<file path="src/rtl/mod_boot_loader.sv">
// Serial program loader: parses SYNC/ADDR/LEN/DATA/CSUM frames from the UART,
// writes assembled 32-bit words to RAM and answers each frame with ACK or NAK.
//
// state  | meaning
// IDLE   | waiting for SYNC_BYTE, all other bytes dropped
// ADDR   | collecting 4 big-endian base address bytes
// LEN    | collecting 2 big-endian word-count bytes
// DATA   | collecting data bytes, one RAM write per completed word
// CSUM   | waiting for the XOR checksum byte
// RESP   | holding ACK/NAK on tx until tx_ready
module mod_boot_loader #(
  parameter logic [7:0] SYNC_BYTE = 8'hA5,
  parameter int         MAX_WORDS = 2048,
  parameter int         TIMEOUT   = 1000000
) (
  input  logic        clk,
  input  logic        rst,
  input  logic [7:0]  rx_data,
  input  logic        rx_valid,
  output logic [7:0]  tx_data,
  output logic        tx_valid,
  input  logic        tx_ready,
  output logic        de,
  output logic        drw,
  output logic [31:0] daddr,
  output logic [31:0] din,
  output logic        busy,
  output logic        err
);

  localparam int TW = $clog2(TIMEOUT + 1);
  localparam logic [TW-1:0] TMR_LOAD = TW'(TIMEOUT - 1);
  localparam logic [7:0] ACK = 8'h06;
  localparam logic [7:0] NAK = 8'h15;

  typedef enum logic [2:0] {
    S_IDLE, S_ADDR, S_LEN, S_DATA, S_CSUM, S_RESP
  } state_t;

  state_t        state_q, state_d;
  logic [31:0]   addr_q, addr_d;
  logic [15:0]   len_q, len_d;
  logic [15:0]   word_idx_q, word_idx_d;
  logic [1:0]    hdr_cnt_q, hdr_cnt_d;
  logic [1:0]    byte_cnt_q, byte_cnt_d;
  logic [31:0]   word_q, word_d;
  logic [7:0]    csum_q, csum_d;
  logic [TW-1:0] tmr_q, tmr_d;
  logic          de_q, de_d;
  logic [31:0]   daddr_q, daddr_d;
  logic [31:0]   din_q, din_d;
  logic          tx_valid_q, tx_valid_d;
  logic [7:0]    tx_data_q, tx_data_d;
  logic          busy_q, busy_d;
  logic          err_q, err_d;
  logic [15:0]   len_new;

  assign len_new = {len_q[7:0], rx_data};

  always_comb begin
    state_d    = state_q;
    addr_d     = addr_q;
    len_d      = len_q;
    word_idx_d = word_idx_q;
    hdr_cnt_d  = hdr_cnt_q;
    byte_cnt_d = byte_cnt_q;
    word_d     = word_q;
    csum_d     = csum_q;
    tmr_d      = tmr_q;
    de_d       = 1'b0;
    daddr_d    = 32'd0;
    din_d      = 32'd0;
    tx_valid_d = tx_valid_q;
    tx_data_d  = tx_data_q;
    busy_d     = busy_q;
    err_d      = err_q;

    case (state_q)
      S_IDLE: begin
        if (rx_valid && rx_data == SYNC_BYTE) begin
          state_d    = S_ADDR;
          busy_d     = 1'b1;
          err_d      = 1'b0;
          hdr_cnt_d  = 2'd0;
          byte_cnt_d = 2'd0;
          word_idx_d = 16'd0;
          csum_d     = 8'd0;
          tmr_d      = TMR_LOAD;
        end
      end

      S_ADDR, S_LEN, S_DATA, S_CSUM: begin
        if (rx_valid) begin
          tmr_d = TMR_LOAD;
          if (state_q == S_ADDR) begin
            addr_d    = {addr_q[23:0], rx_data};
            hdr_cnt_d = hdr_cnt_q + 2'd1;
            if (hdr_cnt_q == 2'd3) begin
              addr_d    = {addr_q[23:0], rx_data[7:2], 2'b00};
              hdr_cnt_d = 2'd0;
              state_d   = S_LEN;
            end
          end else if (state_q == S_LEN) begin
            len_d = len_new;
            if (hdr_cnt_q == 2'd0) begin
              hdr_cnt_d = 2'd1;
            end else begin
              hdr_cnt_d  = 2'd0;
              word_idx_d = 16'd0;
              byte_cnt_d = 2'd0;
              if (len_new == 16'd0) begin
                state_d = S_CSUM;
              end else if (32'(len_new) > 32'(MAX_WORDS)) begin
                state_d    = S_RESP;
                tx_valid_d = 1'b1;
                tx_data_d  = NAK;
                err_d      = 1'b1;
              end else begin
                state_d = S_DATA;
              end
            end
          end else if (state_q == S_DATA) begin
            word_d     = {word_q[23:0], rx_data};
            csum_d     = csum_q ^ rx_data;
            byte_cnt_d = byte_cnt_q + 2'd1;
            if (byte_cnt_q == 2'd3) begin
              de_d       = 1'b1;
              daddr_d    = addr_q + {14'd0, word_idx_q, 2'b00};
              din_d      = {word_q[23:0], rx_data};
              word_idx_d = word_idx_q + 16'd1;
              if (word_idx_q == len_q - 16'd1) state_d = S_CSUM;
            end
          end else begin
            state_d    = S_RESP;
            tx_valid_d = 1'b1;
            if (rx_data == csum_q) begin
              tx_data_d = ACK;
            end else begin
              tx_data_d = NAK;
              err_d     = 1'b1;
            end
          end
        end else if (tmr_q == '0) begin
          // silent abort: no response byte, partial word dropped
          state_d    = S_IDLE;
          err_d      = 1'b1;
          busy_d     = 1'b0;
          hdr_cnt_d  = 2'd0;
          byte_cnt_d = 2'd0;
          word_idx_d = 16'd0;
        end else begin
          tmr_d = tmr_q - TW'(1);
        end
      end

      S_RESP: begin
        if (tx_ready) begin
          state_d    = S_IDLE;
          tx_valid_d = 1'b0;
          busy_d     = 1'b0;
        end
      end

      default: state_d = S_IDLE;
    endcase
  end

  always_ff @(posedge clk) begin
    if (rst) begin
      state_q    <= S_IDLE;
      addr_q     <= 32'd0;
      len_q      <= 16'd0;
      word_idx_q <= 16'd0;
      hdr_cnt_q  <= 2'd0;
      byte_cnt_q <= 2'd0;
      word_q     <= 32'd0;
      csum_q     <= 8'd0;
      tmr_q      <= '0;
      de_q       <= 1'b0;
      daddr_q    <= 32'd0;
      din_q      <= 32'd0;
      tx_valid_q <= 1'b0;
      tx_data_q  <= 8'd0;
      busy_q     <= 1'b0;
      err_q      <= 1'b0;
    end else begin
      state_q    <= state_d;
      addr_q     <= addr_d;
      len_q      <= len_d;
      word_idx_q <= word_idx_d;
      hdr_cnt_q  <= hdr_cnt_d;
      byte_cnt_q <= byte_cnt_d;
      word_q     <= word_d;
      csum_q     <= csum_d;
      tmr_q      <= tmr_d;
      de_q       <= de_d;
      daddr_q    <= daddr_d;
      din_q      <= din_d;
      tx_valid_q <= tx_valid_d;
      tx_data_q  <= tx_data_d;
      busy_q     <= busy_d;
      err_q      <= err_d;
    end
  end

  assign de       = de_q;
  assign drw      = de_q;
  assign daddr    = daddr_q;
  assign din      = din_q;
  assign tx_valid = tx_valid_q;
  assign tx_data  = tx_data_q;
  assign busy     = busy_q;
  assign err      = err_q;

endmodule

</file>
<file path="config.mk">
export PLATFORM = sky130hd
export DESIGN_NAME = mod_boot_loader
export DESIGN_NICKNAME = d
export VERILOG_FILES = /design/src/rtl/mod_boot_loader.sv
export SDC_FILE = /design/constraint.sdc
export NUM_CORES = 1
export LEC_CHECK = 0
export BUFFER_PORTS_ARGS = -buffer_cell sky130_fd_sc_hd__buf_4
export CAP_MARGIN = 30
export CELL_PAD_IN_SITES_DETAIL_PLACEMENT = 1
export CELL_PAD_IN_SITES_GLOBAL_PLACEMENT = 2
export CORE_UTILIZATION = 36
export CTS_CLUSTER_DIAMETER = 200
export DETAILED_ROUTE_END_ITERATION = 6
export PLACE_DENSITY = 0.85
export SLEW_MARGIN = 20
export SYNTH_ARGS = -nofsm -noshare
export SYNTH_HDL_FRONTEND = slang
export SYNTH_SLANG_ARGS = --single-unit
export TNS_END_PERCENT = 100
</file>
<file path="constraint.sdc">
create_clock -name clk -period 4.3 [get_ports clk]
set_clock_uncertainty 0.1 [all_clocks]
set_input_delay 0.86 -clock clk [delete_from_list [all_inputs] [get_ports clk]]
set_output_delay 0.86 -clock clk [all_outputs]
set_load 0.03 [all_outputs]
</file>
==> impl_metrics.toml <==
[clock_network]
cts_resized = 0
htreeDepth = 4
clkSinkCount = 194
post-cts-setup-buffer-count = 0
cts_tree = "yes"
root_buffer = "clkbuf_16"
clkLatencyLatePin_ns = 0.44
clock_path_buffers = 2
hold_buffers = 0
numCtsBuffers = 17
path_clk_slew_ns = 0.07

[global_routing]
grt.busiest_layer = "met2"
gr-usage-met1_pct = 25.62
grtUsageMet3_pct = 2.943
grt-ovfl-total = 0
grt_pass1_wl_um = 39010
antenna_found_initial = 1
grtUsageMet2_pct = 32.12
grt.total_usage_pct = 19.25
grt_max_degree = 87
grt_pass1_vias = 7443

[critical_path]
critPathKind = "reg -> reg"
cp.arrival_ns = 3.73
path_common_cell = "o21ai_0"
cp.required_ns = 4.57
crit_family = "compound AO/OA/AOI/OAI gates"
worst_path_largest_cell_delay_ns = 0.49
worst_setup_path_start_kind = "flip-flop"
critPathBufInv = 2
worstPathMaxFanout = 10
end_kind = "flip-flop"
crit_path_top_delay_cell = "dfxtp_1"
worstPathCellList = "ha_1 > inv_1 > fa_1 > nor2b_1 > o21ai_0 > o22ai_1 > o221ai_1 > o21ai_0 > a31oi_1 > clkbuf_4 > or3_1 > a21oi_1"

[sta]
min_period_over_period_pct = 80.54
min_period_ns = 3.463
worst_slack_ns = 0.8367
setup_viol = 0
tightest_slew_ns = 0.8723
rsz0062_at_grt = "false"
finalHoldWorstSlack_ns = 0.3553
max-slew-margin-rel_pct = 41.03
final-hold-violation-count = 0
finalSetupTns_ns = 0
drv_slew = 0
fmax_mhz = 288.7

[yosys]
synth-seq-area-share_pct = 43.66
synthCells = 1072
dominantRegCellSynth = "dfxtp_1"
yosysWarningCount = 0
syn_area_sq_um = 8896
synthArstFlopShare_pct = 0
syn_avg_cell_area_sq_um = 8.299
synth-edff-count = 0
synth_seq_cells = 194
synth.distinct_cells = 80

[die]
initial_core_util_pct = 36.69
die_w_um = 159.2
core_area_sq_um = 24250
dieArea_sq_um = 25340
die_h_um = 159.2
io_pins = 89
num_rows = 57

[power_and_ir_drop]
irDropWorstVdd_mv = 0.2404
p_seq_share_pct = 47.2
switching_share_pct = 29.73
power_leakage_nw = 3.789
internal_power_mw = 2.851
power.density_nw_per_um2 = 395.0
p_comb_share_pct = 13.8
clock_power_share_pct = 39.0
p_switching_mw = 1.206

[run_status]
status = "complete, no violations"

[route]
drc = 0
viasPerCell = 5.181
antenna_left = 0
vias = 7533
wl_um = 23840
drt_iter0_drc = 364
drtPass1Iterations = 5
wire_per_inst_um = 16.39

[placement]
gp_congestion = 0.7997
portBuffers = 84
hpwl_um = 16650
placed_cell_area_sq_um = 9673
dp_slack_ns = 0.6663

[cells_and_area]
final_cell_mix = "dfxtp_1, nand2_1, a21oi_1, buf_4, nor2_1"
final_common_cell = "dfxtp_1"
post-route-cell-area_sq_um = 10270
area_delta_synth_final_pct = 15.44
nets = 1152
drive_above_1_share_pct = 13.98
antenna_cells = 0

[worst_hold_path]
hold_class = "reg -> reg"

[job]
maxCapViolations = 0
path summary, 6_finish.rpt:
check / slack (ns) / cells past startpoint / startpoint / endpoint
worst max-delay path: 0.84 / 12 / word_idx_q[0] / daddr[26]
worst min-delay path: 0.36 / 2 / word_q[23] / word_q[23]
worst max register to register: 0.84 / 12 / word_idx_q[0] / daddr[26]
worst min register to register: 0.36 / 2 / word_q[23] / word_q[23]
kinds of logic (layout without fill, tap and decap cells):
logic type / count (synthesis) / in the layout / share of synthesized area, %
flops: 194 / 194 / 43.66
compound gates: 235 / 235 / 15.39
buf+inv: 97 / 152 / 5.105
other cells: 1 / 4 / 0.04215
simple gates: 453 / 453 / 25.58
mux: 4 / 4 / 0.5063
fa+ha+maj: 23 / 23 / 3.319
xor+xnor: 65 / 65 / 6.399
flip-flops by register name, indices dropped and copies added, names as in the netlist:
register	cells
word_idx_q	16
din	32
len_q	16
tx_valid	1
csum_q	8
de	1
busy	1
byte_cnt_q	2
state_q	3
word_q	24
hdr_cnt_q	2
daddr	32
tmr_q	20
addr_q	32
tx_data	3
err	1
cells in the mapped netlist (all sizes together), types with 9 or more instances:
master	number	share of area, %
nand3	19	1.1
xnor2	31	3.1
nand3b	9	0.76
a311oi	12	1.2
clkbuf	52	2.3
inv	22	0.93
nor3	17	1.1
buf	19	1.4
or3	24	1.7
and2	40	2.8
nand2	182	7.7
xor2	34	3.3
and3	11	0.79
or4	10	0.89
nand4	14	1.1
nand2b	14	1.0
o21ai	36	2.1
a21oi	139	7.8
ha	22	3.1
nor2	75	3.2
dfxtp	194	44
cell type report:
type / instances / area, sq um
repair buffers: 97 / 735.7
fillers: 2922 / 13980
flip-flops and latches: 194 / 3884
inverters: 23 / 86.33
clock inverters: 15 / 158.9
well taps: 324 / 405.4
multi-input cells: 784 / 4574
clock buffers: 17 / 425.4
through the flow:
stage	instances	power [mW]	util (%)
floorplan	1075	2.392	-
global placement	1419	2.506	39.87
detailed placement	1420	2.518	39.89
CTS	1452	4.114	42.30
global route	1454	4.256	42.35
finish	1454	4.057	42.35
power groups by stage:
| stage | sequential (mW) | clock, mW | combinational, mW |
|---|---|---|---|
| finish | 1.91 | 1.58 | 0.561 |
| global route | 1.92 | 1.70 | 0.630 |
| floorplan | 1.94 | 0 | 0.452 |
| global placement | 1.95 | 0 | 0.552 |
| CTS | 1.91 | 1.63 | 0.565 |
| detailed placement | 1.96 | 0 | 0.562 |
tightest hold or removal path, stage by stage, from the launching register on:
cell	delay [ns]
dfxtp_1	0.31
nand2_1	0.05
a21oi_1	0.05
metal layers:
layer  vias up  wire (um)
li1       3757          -
met1      3652      11570
met2       105      11190
met3        19        765
met4         0        314
met5         -          0
Power figures use the tool's default switching activity.
